--- src/rtl/fb_pkg.sv ---
// Framebuffer geometry and writer state encoding,
// shared by the pixel writer and the panel display driver.
package fb_pkg;

    localparam int H_LEN     = 64;
    localparam int V_LEN     = 64;
    localparam int HALF_ROWS = V_LEN / 2;

    localparam int X_W    = 6;
    localparam int Y_W    = 6;
    localparam int CNT_W  = X_W + Y_W;
    localparam int ROW_W  = Y_W - 1;
    localparam int ADDR_W = 1 + ROW_W + X_W;
    localparam int RGB_W  = 24;

    typedef enum logic [1:0] {
        ST_IDLE      = 2'd0,
        ST_WRITE     = 2'd1,
        ST_WAIT_SWAP = 2'd2
    } fb_state_t;

    // Both panel halves share one RAM word; the row-within-half picks it.
    function automatic logic [ADDR_W-1:0] fb_addr(
        input logic             bank,
        input logic [ROW_W-1:0] row,
        input logic [X_W-1:0]   x
    );
        return {bank, row, x};
    endfunction

    function automatic logic [1:0] fb_lane(input logic lower_half);
        return lower_half ? 2'b10 : 2'b01;
    endfunction

endpackage

--- src/rtl/fb_pixel_counter.sv ---
// Raster position counter: loads 1 on start-of-frame, wraps after
// the last pixel, and decodes the current beat into x/row/half.
module fb_pixel_counter
    import fb_pkg::*;
#(
    parameter int H_LEN = fb_pkg::H_LEN,
    parameter int V_LEN = fb_pkg::V_LEN
) (
    input  logic             i_clk,
    input  logic             i_reset,
    input  logic             i_advance,
    input  logic             i_sof,
    output logic [CNT_W-1:0] o_cnt,
    output logic [X_W-1:0]   o_x,
    output logic [ROW_W-1:0] o_row,
    output logic             o_half,
    output logic             o_last
);

    localparam logic [CNT_W-1:0] LAST = CNT_W'(H_LEN * V_LEN - 1);

    logic [CNT_W-1:0] cnt;
    logic [CNT_W-1:0] idx;

    // A start-of-frame beat is always pixel 0, whatever the count says.
    always_comb begin
        idx = i_sof ? '0 : cnt;
    end

    assign o_cnt  = cnt;
    assign o_x    = idx[X_W-1:0];
    assign o_row  = idx[CNT_W-2:X_W];
    assign o_half = idx[CNT_W-1];
    assign o_last = !i_sof && (cnt == LAST);

    always_ff @(posedge i_clk or posedge i_reset) begin
        if (i_reset) begin
            cnt <= '0;
        end else if (i_advance) begin
            if (i_sof)
                cnt <= CNT_W'(1);
            else if (o_last)
                cnt <= '0;
            else
                cnt <= cnt + CNT_W'(1);
        end
    end

endmodule

--- src/rtl/fb_writer.sv ---
// Streams raster pixels into the back bank of a double-buffered
// HUB75 framebuffer and swaps banks when the display wraps.
module fb_writer
    import fb_pkg::*;
#(
    parameter int H_LEN = fb_pkg::H_LEN,
    parameter int V_LEN = fb_pkg::V_LEN
) (
    input  logic              i_clk,
    input  logic              i_reset,
    input  logic              i_valid,
    input  logic              i_sof,
    input  logic [RGB_W-1:0]  i_rgb,
    output logic              o_ready,
    input  logic              i_frame_done,
    output logic              o_we,
    output logic [ADDR_W-1:0] o_wr_addr,
    output logic [1:0]        o_wr_be,
    output logic [RGB_W-1:0]  o_wr_data,
    output logic              o_disp_bank,
    output logic              o_frame_err
);

    fb_state_t state;

    logic             accept;
    logic             wr_fire;
    logic             resync;
    logic [CNT_W-1:0] cnt;
    logic [X_W-1:0]   px_x;
    logic [ROW_W-1:0] px_row;
    logic             px_half;
    logic             px_last;

    assign o_ready = (state != ST_WAIT_SWAP);
    assign accept  = i_valid && o_ready;

    // Outside a frame only a start-of-frame beat is worth keeping.
    always_comb begin
        wr_fire = 1'b0;
        resync  = 1'b0;
        if (accept) begin
            wr_fire = (state == ST_WRITE) || i_sof;
            resync  = (state == ST_WRITE) && i_sof;
        end
    end

    fb_pixel_counter #(
        .H_LEN (H_LEN),
        .V_LEN (V_LEN)
    ) u_cnt (
        .i_clk     (i_clk),
        .i_reset   (i_reset),
        .i_advance (wr_fire),
        .i_sof     (i_sof),
        .o_cnt     (cnt),
        .o_x       (px_x),
        .o_row     (px_row),
        .o_half    (px_half),
        .o_last    (px_last)
    );

    always_ff @(posedge i_clk or posedge i_reset) begin
        if (i_reset) begin
            state       <= ST_IDLE;
            o_disp_bank <= 1'b0;
            o_we        <= 1'b0;
            o_wr_be     <= 2'b00;
            o_wr_addr   <= '0;
            o_wr_data   <= '0;
            o_frame_err <= 1'b0;
        end else begin
            o_we        <= wr_fire;
            o_wr_be     <= wr_fire ? fb_lane(px_half) : 2'b00;
            o_frame_err <= resync;
            if (wr_fire) begin
                o_wr_addr <= fb_addr(~o_disp_bank, px_row, px_x);
                o_wr_data <= i_rgb;
            end
            unique case (state)
                ST_IDLE: begin
                    if (wr_fire)
                        state <= ST_WRITE;
                end
                ST_WRITE: begin
                    if (wr_fire && px_last)
                        state <= ST_WAIT_SWAP;
                end
                ST_WAIT_SWAP: begin
                    if (i_frame_done) begin
                        o_disp_bank <= ~o_disp_bank;
                        state       <= ST_IDLE;
                    end
                end
                default: state <= ST_IDLE;
            endcase
        end
    end

    logic unused_cnt;
    assign unused_cnt = ^cnt;

endmodule

--- config.mk ---
export PLATFORM = sky130hd
export DESIGN_NAME = fb_writer
export DESIGN_NICKNAME = d
export VERILOG_FILES = /design/src/rtl/fb_pkg.sv /design/src/rtl/fb_pixel_counter.sv /design/src/rtl/fb_writer.sv
export SDC_FILE = /design/constraint.sdc
export NUM_CORES = 1
export LEC_CHECK = 0
export CAP_MARGIN = 10
export CORE_UTILIZATION = 25
export CTS_CLUSTER_SIZE = 24
export DETAILED_ROUTE_END_ITERATION = 8
export PLACE_DENSITY = 0.6
export SLEW_MARGIN = 40
export SYNTH_ARGS = -nofsm -noshare
export SYNTH_HDL_FRONTEND = slang
export SYNTH_SLANG_ARGS = --single-unit
export TNS_END_PERCENT = 20
--- constraint.sdc ---
create_clock -name i_clk -period 2.8 [get_ports i_clk]
set_input_delay 0.42 -clock i_clk [delete_from_list [all_inputs] [get_ports i_clk]]
set_output_delay 0.42 -clock i_clk [all_outputs]
set_load 0.05 [all_outputs]
## Word-level counts from Yosys, hierarchy flattened

Cells that the tools add are included.

| operators by class | value |
|---|---|
| add/sub/neg operators | 1 |
| multiply operators | 0 |
| divide/modulo/power cells | 0 |
| magnitude comparators | 0 |
| equality and inequality tests | 7 |
| shifts and indexed selects | 0 |
| muxes and demuxes | 11 |
| bitwise logic cells | 1 |
| reduce and logical (&&, ||, !) cells | 9 |

Operators with widths:

| kind | number |
|---|---|
| $mux W12 | 3 |
| $add A12 B1 Y12 const B | 1 |
| $eq A12 B12 Y1 const B | 1 |
| $mux W2 | 5 |
| $ne A2 B2 Y1 const B | 3 |
| $pmux W2 S3 | 1 |
| $logic_and A1 B1 Y1 | 4 |
| $reduce_and A3 Y1 | 1 |
| $eq A2 B1 Y1 const B | 1 |
| $eq A2 B2 Y1 const B | 1 |
| $logic_not A2 Y1 | 1 |
| $mux W1 | 2 |
| $ne A2 B1 Y1 const B | 1 |
| $reduce_and A2 Y1 | 1 |
| $logic_not A1 Y1 | 1 |
| $logic_or A1 B1 Y1 | 1 |
| $not A1 Y1 | 1 |

| word-level totals | value |
|---|---|
| register bits | 55 |
| bits in latches | 0 |
| RAM bits | 0 |
| bits in read-only memories | 0 |
| input port bits | 29 |
| output and inout bits | 42 |
| memories kept | 0 |

## Logic depth before layout (Yosys ltp)

| logic depth | value |
|---|---|
| word-level depth | 6 |
| gate-level depth with buffers | 8 |

## Cells and area by module

A second synthesis with hierarchy kept.

| second synthesis, totals | value |
|---|---|
| cell total of the unflattened synthesis | 186 |
| area, all modules | 2,382.3 µm² |

Modules (own cells, without submodules):

| module | instances | cells each | area an instance (µm²) | seq. area each (µm²) |
|---|---|---|---|---|
| fb_writer | 1 | 103 | 1,655.3 | 1,076.0 |
| fb_pixel_counter | 1 | 83 | 726.9 | 300.3 |

## Least setup slack after synthesis

OpenSTA, ideal clock, no wires.

| path | value |
|---|---|
| kind | reg2reg |
| from | register u_cnt.cnt[1] (netlist: u_cnt.o_cnt[1]) |
| to | register u_cnt.cnt[5] (netlist: u_cnt.o_cnt[5]) |
| library setup time | 0.130 ns |
| data arrival time | 1.496 ns |
| setup slack | 1.174 ns |
| stages on the path, launching flop included | 6 |
| buffers on the path | 0 |
| path through | dfrtp_1 > ha_1 > nand2_1 > or4_4 > a21oi_4 > a21oi_1 |

| between the ends | value |
|---|---|
| word-level cells in the longest chain between the ends | 4 |
| elaborated cells between the ends (all ways) | 5 |
| classes of those cells | 1 x add/sub; 1 x eq/ne; 2 x mux; 1 x reduce/logical |

RTL lines:

| what | RTL line | text |
|---|---|---|
| start, declared | fb_pixel_counter.sv:22 | `logic [CNT_W-1:0] cnt;` |
| start signal, assigned | fb_pixel_counter.sv:45 | `cnt <= cnt + CNT_W'(1);` |
| branches (longest 2 deep; another with $add A12 B1 Y12) | - |  |
| $mux W12 (*) | fb_pixel_counter.sv:42 | `else if (o_last)` |
| $mux W12 (*) | fb_pixel_counter.sv:40 | `if (i_sof)` |

Mark *: on every way between the ends.
A chain may end at the register's enable or synchronous reset.

## Worst setup path in the final report

| path | value |
|---|---|
| from | register state[0] |
| to | output o_ready |

| between the ends | value |
|---|---|
| word-level cells in the longest chain between the ends | 1 |

RTL lines:

| what | RTL line | text |
|---|---|---|
| start, declared | fb_writer.sv:24 | `fb_state_t state;` |
| start signal, assigned | fb_writer.sv:65 | `state <= ST_IDLE;` |
| start signal, assigned | fb_writer.sv:83 | `state <= ST_WRITE;` |
| start signal, assigned | fb_writer.sv:87 | `state <= ST_WAIT_SWAP;` |
| $ne A2 B2 Y1 | fb_writer.sv:35 | `assign o_ready = (state != ST_WAIT_SWAP);` |
| end, declared | fb_writer.sv:14 | `output logic o_ready,` |

No other way between the ends.

==> results.yml <==
worst_setup_path:
  path_cells: "nand2b_1 -> clkdlybuf4s50_1"
  cpMaxStageDelayCell: "clkdlybuf4s50_1"
  r2r_start: "u_cnt.o_cnt[1]$_DFFE_PP0P_"
  worstPathMaxFanout: 6
  reg2reg_depth: 5
  worst_setup_path_end_kind: "primary output"
  r2r-end: "u_cnt.o_cnt[4]$_DFFE_PP0P_"
  critPathArrivalTime_ns: 1.68
  critPathMaxStageDelay_ns: 0.81
  start_kind: "flip-flop"
  r2r_slack_ns: 0.86
  worstPathRequired_ns: 2.38
  criticalPathCategory: "reg -> out"
clock_tree:
  cts_resized: 0
  clk_latency_ns: 0.31
  numCtsBuffers: 5
  cts_root_buffer: "clkbuf_8"
  clock_sinks: 55
  postCtsHoldBufs: 0
  htreeDepth: 2
  cts_tree: "built"
  cts_setup_buffers: 0
  clkTransAtPathRegs_ns: 0.10
  clockBufferDepth: 2
yosys:
  synth_nets: 269
  syn_inst: 239
  synth_edf_count: 0
  yosysUniqueCellTypes: 36
  ys_ff_latch: 55
  synthFlopType: "dfrtp_1"
  synth-seq-area-share_pct: 58.3
  synth_area_per_cell_um2: 9.88
  synth_area_mm2: 0.00236
  yosysWarningCount: 0
  synth-async-reset-ratio_pct: 100
floorplan:
  core_area_mm2: 0.00920
  fp.dieArea_mm2: 0.00984
  initial_core_util_pct: 25.7
  boundaryPins: 71
  die_x_um: 99.2
  core.rowCount: 35
  die_y_um: 99.2
detailed_routing:
  drt_iter0_drc: 97
  drcViolationCount: 0
  ant_nets: 0
  via_per_inst: 4.56
  wire_per_inst_um: 13.0
  via_count: 1935
  drt_pass1_iterations: 4
  routed_wl_um: 5520
timing:
  final-setup-viol-count: 0
  final_max_slew_viol_count: 0
  timing.fmax_ghz: 0.477
  timing.final.ws_setup_ns: 0.703
  fin_skew_ns: 0.00510
  fin_crit_ns: 2.10
  timing.final.crit_share_pct: 74.9
  tightest_slew_ns: 0.632
  rsz0062_at_grt: "false"
  tns_ns: 0
  hold_slack_ns: 0.474
  hold_viol: 0
  max_slew_margin_pct: 57.5
grt:
  grt_pass1_wl_um: 9290
  grt_usage_pct: 12.0
  grt_pass1_vias: 1838
  antenna_found_initial: 0
  grt_max_degree: 30
  grt_overflow: 0
power:
  p_switching_mw: 0.585
  comb_power_share_pct: 23.8
  swShare_pct: 31.1
  powerDensity_mw_per_mm2: 569
  clockPowerShare_pct: 28.9
  total_leakage_power_nw: 1.54
  power.internal_mw: 1.30
  ir_drop_mv: 0.242
  seqPwrFrac_pct: 47.3
placement:
  pre_cts_ws_ns: 0.504
  place_area_mm2: 0.00319
  numPortBuffers: 70
  placed_cells_incl_taps: 416
  place_hpwl_um: 3950
  finalWeightedCongestion: 0.780
finish:
  area_growth_syn_to_layout_pct: 40.2
  n_antenna_cell: 0
  drive_above_1_share_pct: 7.67
  final_nets: 342
  final_area_mm2: 0.00331
  instances_no_fill: 424
outcome:
  outcome: "completed"
run:
  maxCapViolCount: 0
hold_path:
  hold_path_class: "in -> async"
==> critical path, delay by kind of cell (launching register included) <==
kind,cells,cell delay (ns)
AND/OR/NAND/NOR,1,0.14
buffers and inverters,1,0.81
flip-flops,1,0.42
==> how the worst max path moves through the flow <==
stage                                     from                     endpoint  slack [ns]  cells past startpoint
after global placement                 i_valid  u_cnt.o_cnt[11]$_DFFE_PP0P_        0.54                      7
after floorplan                        i_reset      o_disp_bank$_DFFE_PP0P_        1.04                      1
final                     state[0]$_DFFE_PP0P_                      o_ready        0.70                      2
after CTS                 state[0]$_DFFE_PP0P_                      o_ready        0.69                      2
after detailed placement               i_valid  u_cnt.o_cnt[11]$_DFFE_PP0P_        0.50                      7
after global routing      state[0]$_DFFE_PP0P_                      o_ready        0.63                      2
==> power groups by stage <==
stage	registers, mW	clock network [mW]	logic, mW
finish	0.891	0.543	0.449
global route	0.899	0.598	0.481
CTS	0.891	0.562	0.455
detailed placement	0.906	0	0.454
global placement	0.906	0	0.450
floorplan	1.08	0	0.106
==> synth_stat cells (2+ instances only) <==
cell	count	area [um2]
a21o_1	7	52.6
a21oi_1	10	50.1
and3_1	7	43.8
buf_2	6	30.0
buf_4	2	15.0
clkbuf_8	2	27.5
dfrtp_1	55	1380
inv_1	4	15.0
nand2_1	85	319
nand2b_1	3	18.8
nand3_1	7	35.0
nand3b_1	2	15.0
nor2b_1	2	12.5
o21ai_0	11	55.1
o31ai_1	9	67.6
or4_1	7	52.6
==> layout by cell type, fill, tap and decap left out, types with 2 or more instances in the layout <==
cell type / n
nand3b_1: 2
clkbuf_8: 6
a21oi_1: 9
clkdlybuf4s50_1: 70
a21o_1: 7
o21ai_0: 11
nand2_1: 85
buf_4: 8
nand3_1: 7
and3_1: 7
nor2b_1: 2
inv_1: 3
dfrtp_1: 55
a21oi_4: 2
nand2b_1: 3
or4_1: 7
o31ai_1: 9
==> metrics by stage <==
step / util (%) / power, mW
finish: 36.0 / 1.88
global route: 36.0 / 1.98
CTS: 36.0 / 1.91
detailed placement: 34.7 / 1.36
global placement: 34.7 / 1.36
floorplan: - / 1.18
==> kinds of logic after synthesis <==
family,share of synthesized area [%]
compound gates,11.0
xor+xnor,0.371
buf+inv,4.03
flops,58.3
fa+ha+maj,0.530
simple gates,25.3
mux,0.477
==> registers in the layout (all words and copies together) (netlist names) <==
| signal | count |
|---|---|
| o_wr_data | 24 |
| state | 2 |
| o_frame_err | 1 |
| u_cnt.o_cnt | 12 |
| o_disp_bank | 1 |
| o_we | 1 |
| o_wr_addr | 12 |
| o_wr_be | 2 |
==> per-layer routing <==
metal	global-route usage, %	share of wire, %	up-vias
met5	0	0	-
met2	18.7	47	47
met4	3.39	0.83	0
li1	-	-	954
met1	16.7	48	929
met3	2.60	4.6	5
==> cell type report <==
cell class,instances,area [um2]
Inverter,4,15.0
Multi-Input combinational cell,168,901
Fill cell,956,5890
Sequential cell,55,1380
Timing Repair Buffer,78,761
Clock inverter,2,35.0
Tap cell,111,139
Clock buffer,6,82.6
(Power assumes the default switching activity.)
